## src/rtl/instr_enc_loader_if.sv

```systemverilog
// Bus bundle for instr_enc_loader.
//   in_*   : field-bundle stream into the encoder (valid/ready handshake)
//   imem_* : write port towards instruction memory (we held until ready)
// slave  = encoder/loader view, master = bundle source / imem model view.
interface instr_enc_loader_if #(
   parameter int ADDR_W = 32
);
   logic              in_valid_i;
   logic              in_ready_o;
   logic [2:0]        in_class_i3;
   logic [4:0]        in_rs_i5;
   logic [4:0]        in_rt_i5;
   logic [4:0]        in_rd_i5;
   logic [4:0]        in_shamt_i5;
   logic [5:0]        in_funct_i6;
   logic [15:0]       in_imm_i16;
   logic [25:0]       in_target_i26;
   logic              in_last_i;
   logic              imem_we_o;
   logic              imem_ready_i;
   logic [ADDR_W-1:0] imem_addr_o;
   logic [31:0]       imem_wdata_o;

   modport slave (
      input  in_valid_i, in_class_i3, in_rs_i5, in_rt_i5, in_rd_i5, in_shamt_i5,
             in_funct_i6, in_imm_i16, in_target_i26, in_last_i, imem_ready_i,
      output in_ready_o, imem_we_o, imem_addr_o, imem_wdata_o
   );

   modport master (
      output in_valid_i, in_class_i3, in_rs_i5, in_rt_i5, in_rd_i5, in_shamt_i5,
             in_funct_i6, in_imm_i16, in_target_i26, in_last_i, imem_ready_i,
      input  in_ready_o, imem_we_o, imem_addr_o, imem_wdata_o
   );
endinterface

```

## src/rtl/instr_enc_loader.sv

```systemverilog
// instr_enc_loader: packs MIPS instruction fields (R/LW/SW/BEQ/J/ADDI) into
// 32-bit words, buffers them in a small FIFO and streams them into imem at
// sequential word addresses starting at BASE_ADDR.
// Ports:
//   clk_i, reset_n_i : clock (rising edge), async active-low reset
//   start_i          : begin a load session (honoured in IDLE/DONE only)
//   bus (slave)      : field-bundle input stream + imem write port
//   busy_o / done_o  : state LOAD / state DONE
//   err_o            : sticky, illegal class seen this session
//   count_o          : words written this session
module instr_enc_loader #(
   parameter int                FIFO_DEPTH = 4,
   parameter int                ADDR_W     = 32,
   parameter logic [ADDR_W-1:0] BASE_ADDR  = '0,
   parameter int                CNT_W      = 16
) (
   input  logic             clk_i,
   input  logic             reset_n_i,
   input  logic             start_i,
   instr_enc_loader_if.slave bus,
   output logic             busy_o,
   output logic             done_o,
   output logic             err_o,
   output logic [CNT_W-1:0] count_o
);
   localparam int PTR_W = $clog2(FIFO_DEPTH);

   typedef enum logic [1:0] {S_IDLE, S_LOAD, S_DONE} state_t;

   state_t                  state_q;
   logic [31:0]             mem_q [FIFO_DEPTH];
   logic [FIFO_DEPTH-1:0]   last_q;
   logic [PTR_W:0]          wr_q, rd_q;        // extra MSB distinguishes full/empty
   logic [ADDR_W-1:0]       addr_q;
   logic [CNT_W-1:0]        cnt_q;
   logic                    err_q;
   logic                    seen_q;            // last bundle already accepted

   logic [PTR_W-1:0]        wr_idx, rd_idx, tail_idx;
   logic [PTR_W:0]          occ;
   logic                    fifo_empty, fifo_full;
   logic                    in_ready, accept, legal, push, pop;
   logic                    ill_last, last_drains, fin, mark_tail;
   logic [31:0]             enc_word;

   assign wr_idx     = wr_q[PTR_W-1:0];
   assign rd_idx     = rd_q[PTR_W-1:0];
   assign tail_idx   = wr_idx - PTR_W'(1);
   assign occ        = wr_q - rd_q;
   assign fifo_empty = (wr_q == rd_q);
   assign fifo_full  = (wr_q[PTR_W] != rd_q[PTR_W]) && (wr_idx == rd_idx);

   assign in_ready = (state_q == S_LOAD) && !fifo_full && !seen_q;
   assign accept   = bus.in_valid_i && in_ready;
   assign push     = accept && legal;
   assign pop      = (state_q == S_LOAD) && !fifo_empty && bus.imem_ready_i;

   // An illegal bundle carrying the last flag hands "last" to the newest
   // queued word. If no such word survives this edge (FIFO empty, or its only
   // entry is being popped right now) the session ends here instead.
   assign ill_last    = accept && !legal && bus.in_last_i;
   assign last_drains = pop && (occ == (PTR_W+1)'(1));
   assign mark_tail   = ill_last && !fifo_empty && !last_drains;
   assign fin         = (pop && last_q[rd_idx]) || (ill_last && (fifo_empty || last_drains));

   always_comb begin
      enc_word = '0;
      legal    = 1'b1;
      case (bus.in_class_i3)
         3'd0: enc_word = {6'b000000, bus.in_rs_i5, bus.in_rt_i5, bus.in_rd_i5,
                           bus.in_shamt_i5, bus.in_funct_i6};
         3'd1: enc_word = {6'b100011, bus.in_rs_i5, bus.in_rt_i5, bus.in_imm_i16};
         3'd2: enc_word = {6'b101011, bus.in_rs_i5, bus.in_rt_i5, bus.in_imm_i16};
         3'd3: enc_word = {6'b000100, bus.in_rs_i5, bus.in_rt_i5, bus.in_imm_i16};
         3'd4: enc_word = {6'b000010, bus.in_target_i26};
         3'd5: enc_word = {6'b001000, bus.in_rs_i5, bus.in_rt_i5, bus.in_imm_i16};
         default: legal = 1'b0;
      endcase
   end

   always_ff @(posedge clk_i or negedge reset_n_i) begin
      if (!reset_n_i) begin
         state_q <= S_IDLE;
         for (int i = 0; i < FIFO_DEPTH; i++) mem_q[i] <= '0;
         last_q  <= '0;
         wr_q    <= '0;
         rd_q    <= '0;
         addr_q  <= BASE_ADDR;
         cnt_q   <= '0;
         err_q   <= 1'b0;
         seen_q  <= 1'b0;
      end else begin
         case (state_q)
            S_LOAD: begin
               if (push) begin
                  mem_q[wr_idx]  <= enc_word;
                  last_q[wr_idx] <= bus.in_last_i;
                  wr_q           <= wr_q + (PTR_W+1)'(1);
               end
               if (mark_tail) last_q[tail_idx] <= 1'b1;
               if (pop) begin
                  rd_q   <= rd_q + (PTR_W+1)'(1);
                  addr_q <= addr_q + ADDR_W'(4);
                  cnt_q  <= cnt_q + CNT_W'(1);
               end
               if (accept && bus.in_last_i) seen_q <= 1'b1;
               if (accept && !legal)        err_q  <= 1'b1;
               if (fin)                     state_q <= S_DONE;
            end
            default: begin
               // IDLE and DONE: a new session restarts everything from scratch
               if (start_i) begin
                  state_q <= S_LOAD;
                  last_q  <= '0;
                  wr_q    <= '0;
                  rd_q    <= '0;
                  addr_q  <= BASE_ADDR;
                  cnt_q   <= '0;
                  err_q   <= 1'b0;
                  seen_q  <= 1'b0;
               end
            end
         endcase
      end
   end

   assign bus.in_ready_o   = in_ready;
   assign bus.imem_we_o    = (state_q == S_LOAD) && !fifo_empty;
   assign bus.imem_addr_o  = addr_q;
   assign bus.imem_wdata_o = mem_q[rd_idx];
   assign busy_o           = (state_q == S_LOAD);
   assign done_o           = (state_q == S_DONE);
   assign err_o            = err_q;
   assign count_o          = cnt_q;
endmodule

```

## src/flat_wrapper.sv

```systemverilog
// flat-port wrapper written by rule: the top's interface ports become plain ports
module instr_enc_loader_flat 
#(
   parameter int                FIFO_DEPTH = 4,
   parameter int                ADDR_W     = 32,
   parameter logic [ADDR_W-1:0] BASE_ADDR  = '0,
   parameter int                CNT_W      = 16
)
  (clk_i, reset_n_i, start_i, busy_o, done_o, err_o, count_o, bus_in_valid_i, bus_in_class_i3, bus_in_rs_i5, bus_in_rt_i5, bus_in_rd_i5, bus_in_shamt_i5, bus_in_funct_i6, bus_in_imm_i16, bus_in_target_i26, bus_in_last_i, bus_imem_ready_i, bus_in_ready_o, bus_imem_we_o, bus_imem_addr_o, bus_imem_wdata_o);
  instr_enc_loader_if #(.ADDR_W(ADDR_W)) bus_i ();
  input  logic clk_i;
  input  logic reset_n_i;
  input  logic start_i;
  output logic busy_o;
  output logic done_o;
  output logic err_o;
  output logic [CNT_W-1:0] count_o;
  input wire logic [$bits(bus_i.in_valid_i)-1:0] bus_in_valid_i;
  input wire logic [$bits(bus_i.in_class_i3)-1:0] bus_in_class_i3;
  input wire logic [$bits(bus_i.in_rs_i5)-1:0] bus_in_rs_i5;
  input wire logic [$bits(bus_i.in_rt_i5)-1:0] bus_in_rt_i5;
  input wire logic [$bits(bus_i.in_rd_i5)-1:0] bus_in_rd_i5;
  input wire logic [$bits(bus_i.in_shamt_i5)-1:0] bus_in_shamt_i5;
  input wire logic [$bits(bus_i.in_funct_i6)-1:0] bus_in_funct_i6;
  input wire logic [$bits(bus_i.in_imm_i16)-1:0] bus_in_imm_i16;
  input wire logic [$bits(bus_i.in_target_i26)-1:0] bus_in_target_i26;
  input wire logic [$bits(bus_i.in_last_i)-1:0] bus_in_last_i;
  input wire logic [$bits(bus_i.imem_ready_i)-1:0] bus_imem_ready_i;
  output wire logic [$bits(bus_i.in_ready_o)-1:0] bus_in_ready_o;
  output wire logic [$bits(bus_i.imem_we_o)-1:0] bus_imem_we_o;
  output wire logic [$bits(bus_i.imem_addr_o)-1:0] bus_imem_addr_o;
  output wire logic [$bits(bus_i.imem_wdata_o)-1:0] bus_imem_wdata_o;
  assign bus_i.in_valid_i = bus_in_valid_i;
  assign bus_i.in_class_i3 = bus_in_class_i3;
  assign bus_i.in_rs_i5 = bus_in_rs_i5;
  assign bus_i.in_rt_i5 = bus_in_rt_i5;
  assign bus_i.in_rd_i5 = bus_in_rd_i5;
  assign bus_i.in_shamt_i5 = bus_in_shamt_i5;
  assign bus_i.in_funct_i6 = bus_in_funct_i6;
  assign bus_i.in_imm_i16 = bus_in_imm_i16;
  assign bus_i.in_target_i26 = bus_in_target_i26;
  assign bus_i.in_last_i = bus_in_last_i;
  assign bus_i.imem_ready_i = bus_imem_ready_i;
  assign bus_in_ready_o = bus_i.in_ready_o;
  assign bus_imem_we_o = bus_i.imem_we_o;
  assign bus_imem_addr_o = bus_i.imem_addr_o;
  assign bus_imem_wdata_o = bus_i.imem_wdata_o;
  instr_enc_loader #(.FIFO_DEPTH(FIFO_DEPTH), .ADDR_W(ADDR_W), .BASE_ADDR(BASE_ADDR), .CNT_W(CNT_W)) u_core (.clk_i(clk_i), .reset_n_i(reset_n_i), .start_i(start_i), .bus(bus_i), .busy_o(busy_o), .done_o(done_o), .err_o(err_o), .count_o(count_o));
endmodule
```

## config.mk

```make
export PLATFORM = sky130hd
export DESIGN_NAME = instr_enc_loader_flat
export DESIGN_NICKNAME = d
export VERILOG_FILES = /design/src/rtl/instr_enc_loader_if.sv /design/src/rtl/instr_enc_loader.sv /design/src/flat_wrapper.sv
export SDC_FILE = /design/constraint.sdc
export NUM_CORES = 1
export LEC_CHECK = 0
export CAP_MARGIN = 20
export CELL_PAD_IN_SITES_DETAIL_PLACEMENT = 0
export CELL_PAD_IN_SITES_GLOBAL_PLACEMENT = 2
export CORE_MARGIN = 2
export CORE_UTILIZATION = 34
export CTS_BUF_LIST = sky130_fd_sc_hd__clkbuf_4 sky130_fd_sc_hd__clkbuf_8 sky130_fd_sc_hd__clkbuf_16
export DETAILED_ROUTE_END_ITERATION = 12
export GPL_ROUTABILITY_DRIVEN = 0
export PLACE_DENSITY_LB_ADDON = 0.15
export SYNTH_ARGS = -nofsm -noshare
export SYNTH_HDL_FRONTEND = slang
export SYNTH_SLANG_ARGS = --single-unit
```

## constraint.sdc

```tcl
create_clock -name clk_i -period 3.05 [get_ports clk_i]
set_input_delay 0.4575 -clock clk_i [delete_from_list [all_inputs] [get_ports clk_i]]
set_output_delay 0.4575 -clock clk_i [all_outputs]
set_load 0.005 [all_outputs]
```

==> results.json <==
{
  "status": "complete, no violations",
  "cts.root.buffer_cell": "clkbuf_16",
  "finalNonFillerCells": 1349,
  "rsz0062_at_grt": "false",
  "core.rowCount": 60,
  "synth_cell_types": 53,
  "dieArea_um2": 28400,
  "ios": 162,
  "final_max_slew_viol_count": 0,
  "num_vias": 6844,
  "fin_util": 0.442,
  "drc": 0,
  "hold_path.class": "in -> async",
  "power.internal_mw": 6.32,
  "initial_core_util": 0.344,
  "synth-edff-count": 0,
  "dr.first_iter.drc_count": 331,
  "power_leakage_nw": 4.99,
  "path_clk_slew_ns": 0.07,
  "cts.htree.levels": 4,
  "fp.coreArea_um2": 26800,
  "synth_seq_cells": 180,
  "postSynthCellCount": 845,
  "synth_top_area_frac": 0.489,
  "die_y_um": 169,
  "clock_path_buffers": 2,
  "post-route-min-period_ns": 2.86,
  "p_comb_frac": 0.391,
  "routed_via_density": 5.07,
  "power.density_nw_per_um2": 800,
  "switching_power_mw": 3.16,
  "worstPathRequired_ns": 2.59,
  "clkLatencyLatePin_ns": 0.44,
  "crit_path_end_kind": "output port",
  "track_usage": 0.175,
  "cts_tree": "yes",
  "async_flop_share": 1.00,
  "clock_power_share": 0.224,
  "max_slew_margin": 0.423,
  "fin_nets": 1085,
  "irDropWorstVdd_mv": 0.419,
  "crit_fanout": 6,
  "yosysTopAreaCell": "dfrtp_1",
  "synthToLayoutAreaGrowth_pct": 28.5,
  "cts_setup_buffers": 0,
  "worst_pin_slew_ns": 0.864,
  "grt_remaining_overflow": 0,
  "p_total_mw": 9.48,
  "diodes": 0,
  "critPathLaunchType": "flip-flop",
  "finalWorstSetupSlack_ns": 0.194,
  "dp_slack_ns": 0.379,
  "first_pass_iters": 6,
  "setup_viol": 0,
  "clock-sinks": 180,
  "grt_max_degree": 62,
  "ant_nets": 0,
  "dp.cells": 1317,
  "swShare": 0.334,
  "die_x_um": 169,
  "routed_wl_um": 23900,
  "post-route-period-util": 0.936,
  "yosys_warnings": 0,
  "avgSynthCellArea_um2": 10.9,
  "drive_above_1_share": 0.180,
  "synth_area_um2": 9210,
  "skew_ns": 0.0191,
  "hold_viol_final": 0,
  "cts_inserted_buffers": 17,
  "wire_per_inst_um": 17.8,
  "synth.top_cells.by_area": "dfrtp_1 49%, mux2_2 7.9%, mux4_2 7.6%",
  "ys_dominant_reg_cell": "dfrtp_1",
  "cts_resized": 0,
  "grt_first_pass_wirelength_um": 39200,
  "max_cap_viol_count": 0,
  "synth-seq-area-share": 0.489,
  "holdBufCountCts": 0,
  "worstSetupPathType": "reg -> out",
  "crit_arrival_ns": 2.40,
  "port_buffers": 158,
  "seqPwrFrac": 0.385,
  "hpwl_um": 16500,
  "max_freq_mhz": 350,
  "final.setup.tns_ns": 0,
  "grt_pass1_vias": 6982,
  "antenna_found_initial": 0
}
## critical path: stages, from the launching register on
cell	delay, ns
dfrtp_1	0.44
inv_1	0.14
ha_1	0.35
and2_1	0.24
a211oi_2	0.26
clkdlybuf4s50_1	0.55
## power groups by stage
stage | registers, mW | logic, mW | clock network [mW]
6_report | 3.65 | 3.71 | 2.12
5_1_grt | 3.76 | 4.09 | 2.30
4_1_cts | 3.65 | 3.80 | 2.18
3_5_place_dp | 3.69 | 3.77 | 0
3_3_place_gp | 3.68 | 3.75 | 0
2_1_floorplan | 3.54 | 2.21 | 0
## through the flow
stage	hold slack (ns)	instance area, µm²
4_1_cts	0.0554	11800
6_report	0.0151	11800
3_3_place_gp	0.457	11300
5_1_grt	0.0688	11800
3_5_place_dp	0.462	11300
2_1_floorplan	0.162	9220
## flip-flops by register name, summed over array words and instances (netlist names)
name / cells
u_core.mem_q: 120
u_core.seen_q: 1
u_core.rd_q: 3
u_core.last_q: 4
u_core.count_o: 16
u_core.state_q: 2
u_core.bus.imem_addr_o: 30
u_core.err_o: 1
u_core.wr_q: 3
## layout make-up
type / count / area (µm²)
Timing Repair Buffer: 187 / 1880
Multi-Input combinational cell: 598 / 4420
Fill cell: 2575 / 15000
Tap cell: 341 / 427
Inverter: 11 / 41.3
Clock buffer: 17 / 425
Sequential cell: 180 / 4510
Clock inverter: 15 / 145
## cell families after synthesis
kind of cell | count (synthesis) | share of synthesized area
other cells | 1 | 0.000407
buf+inv | 69 | 0.0334
xor+xnor | 35 | 0.0341
mux | 113 | 0.174
simple gates | 261 | 0.128
flops | 180 | 0.489
compound gates | 173 | 0.123
fa+ha+maj | 13 | 0.0185
## cell usage after synthesis (11+ instances only)
library cell    n
clkbuf_1       32
mux2i_1        17
ha_1           12
nand3_1        17
o21ai_0        76
inv_1          11
nor2_1         67
nand2_1       125
mux4_2         31
a21oi_1        39
xnor2_1        26
dfrtp_1       180
mux2_2         65
## layer usage
| layer | vias to the layer above | routed length, µm | share of wire | global-route usage |
|---|---|---|---|---|
| met4 | 0 | 217 | 0.0091 | 0.0356 |
| met1 | 3377 | 11400 | 0.48 | 0.245 |
| met3 | 13 | 985 | 0.041 | 0.0353 |
| met2 | 141 | 11300 | 0.47 | 0.286 |
| met5 | - | 0 | 0 | 0 |
| li1 | 3313 | - | - | - |
## worst paths after layout
kind / from / endpoint / slack (ns) / cells after the start
max: u_core.wr_q[0] / bus_in_ready_o / 0.19 / 5
min: reset_n_i / u_core.mem_q[121] / 0.02 / 1
max reg2reg: u_core.wr_q[0] / u_core.mem_q[104] / 0.37 / 7
min reg2reg: u_core.mem_q[122] / u_core.mem_q[122] / 0.48 / 2
max in group asynchronous: reset_n_i / u_core.mem_q[83] / 2.26 / 2
min in group clk_i: u_core.mem_q[122] / u_core.mem_q[122] / 0.48 / 2
## cells in the final DEF, fill, tap and decap left out, types with 10 or more instances in the layout
cell type	instances
dfrtp_1	179
clkdlybuf4s50_1	156
nand2_1	125
o21ai_0	76
nor2_1	67
mux2_2	65
a21oi_1	39
mux4_2	31
xnor2_1	26
buf_4	22
mux2i_1	17
nand3_1	17
clkbuf_16	17
ha_1	12
inv_1	11
and3_1	10
a22oi_1	10
Power figures use the tool's default switching activity.
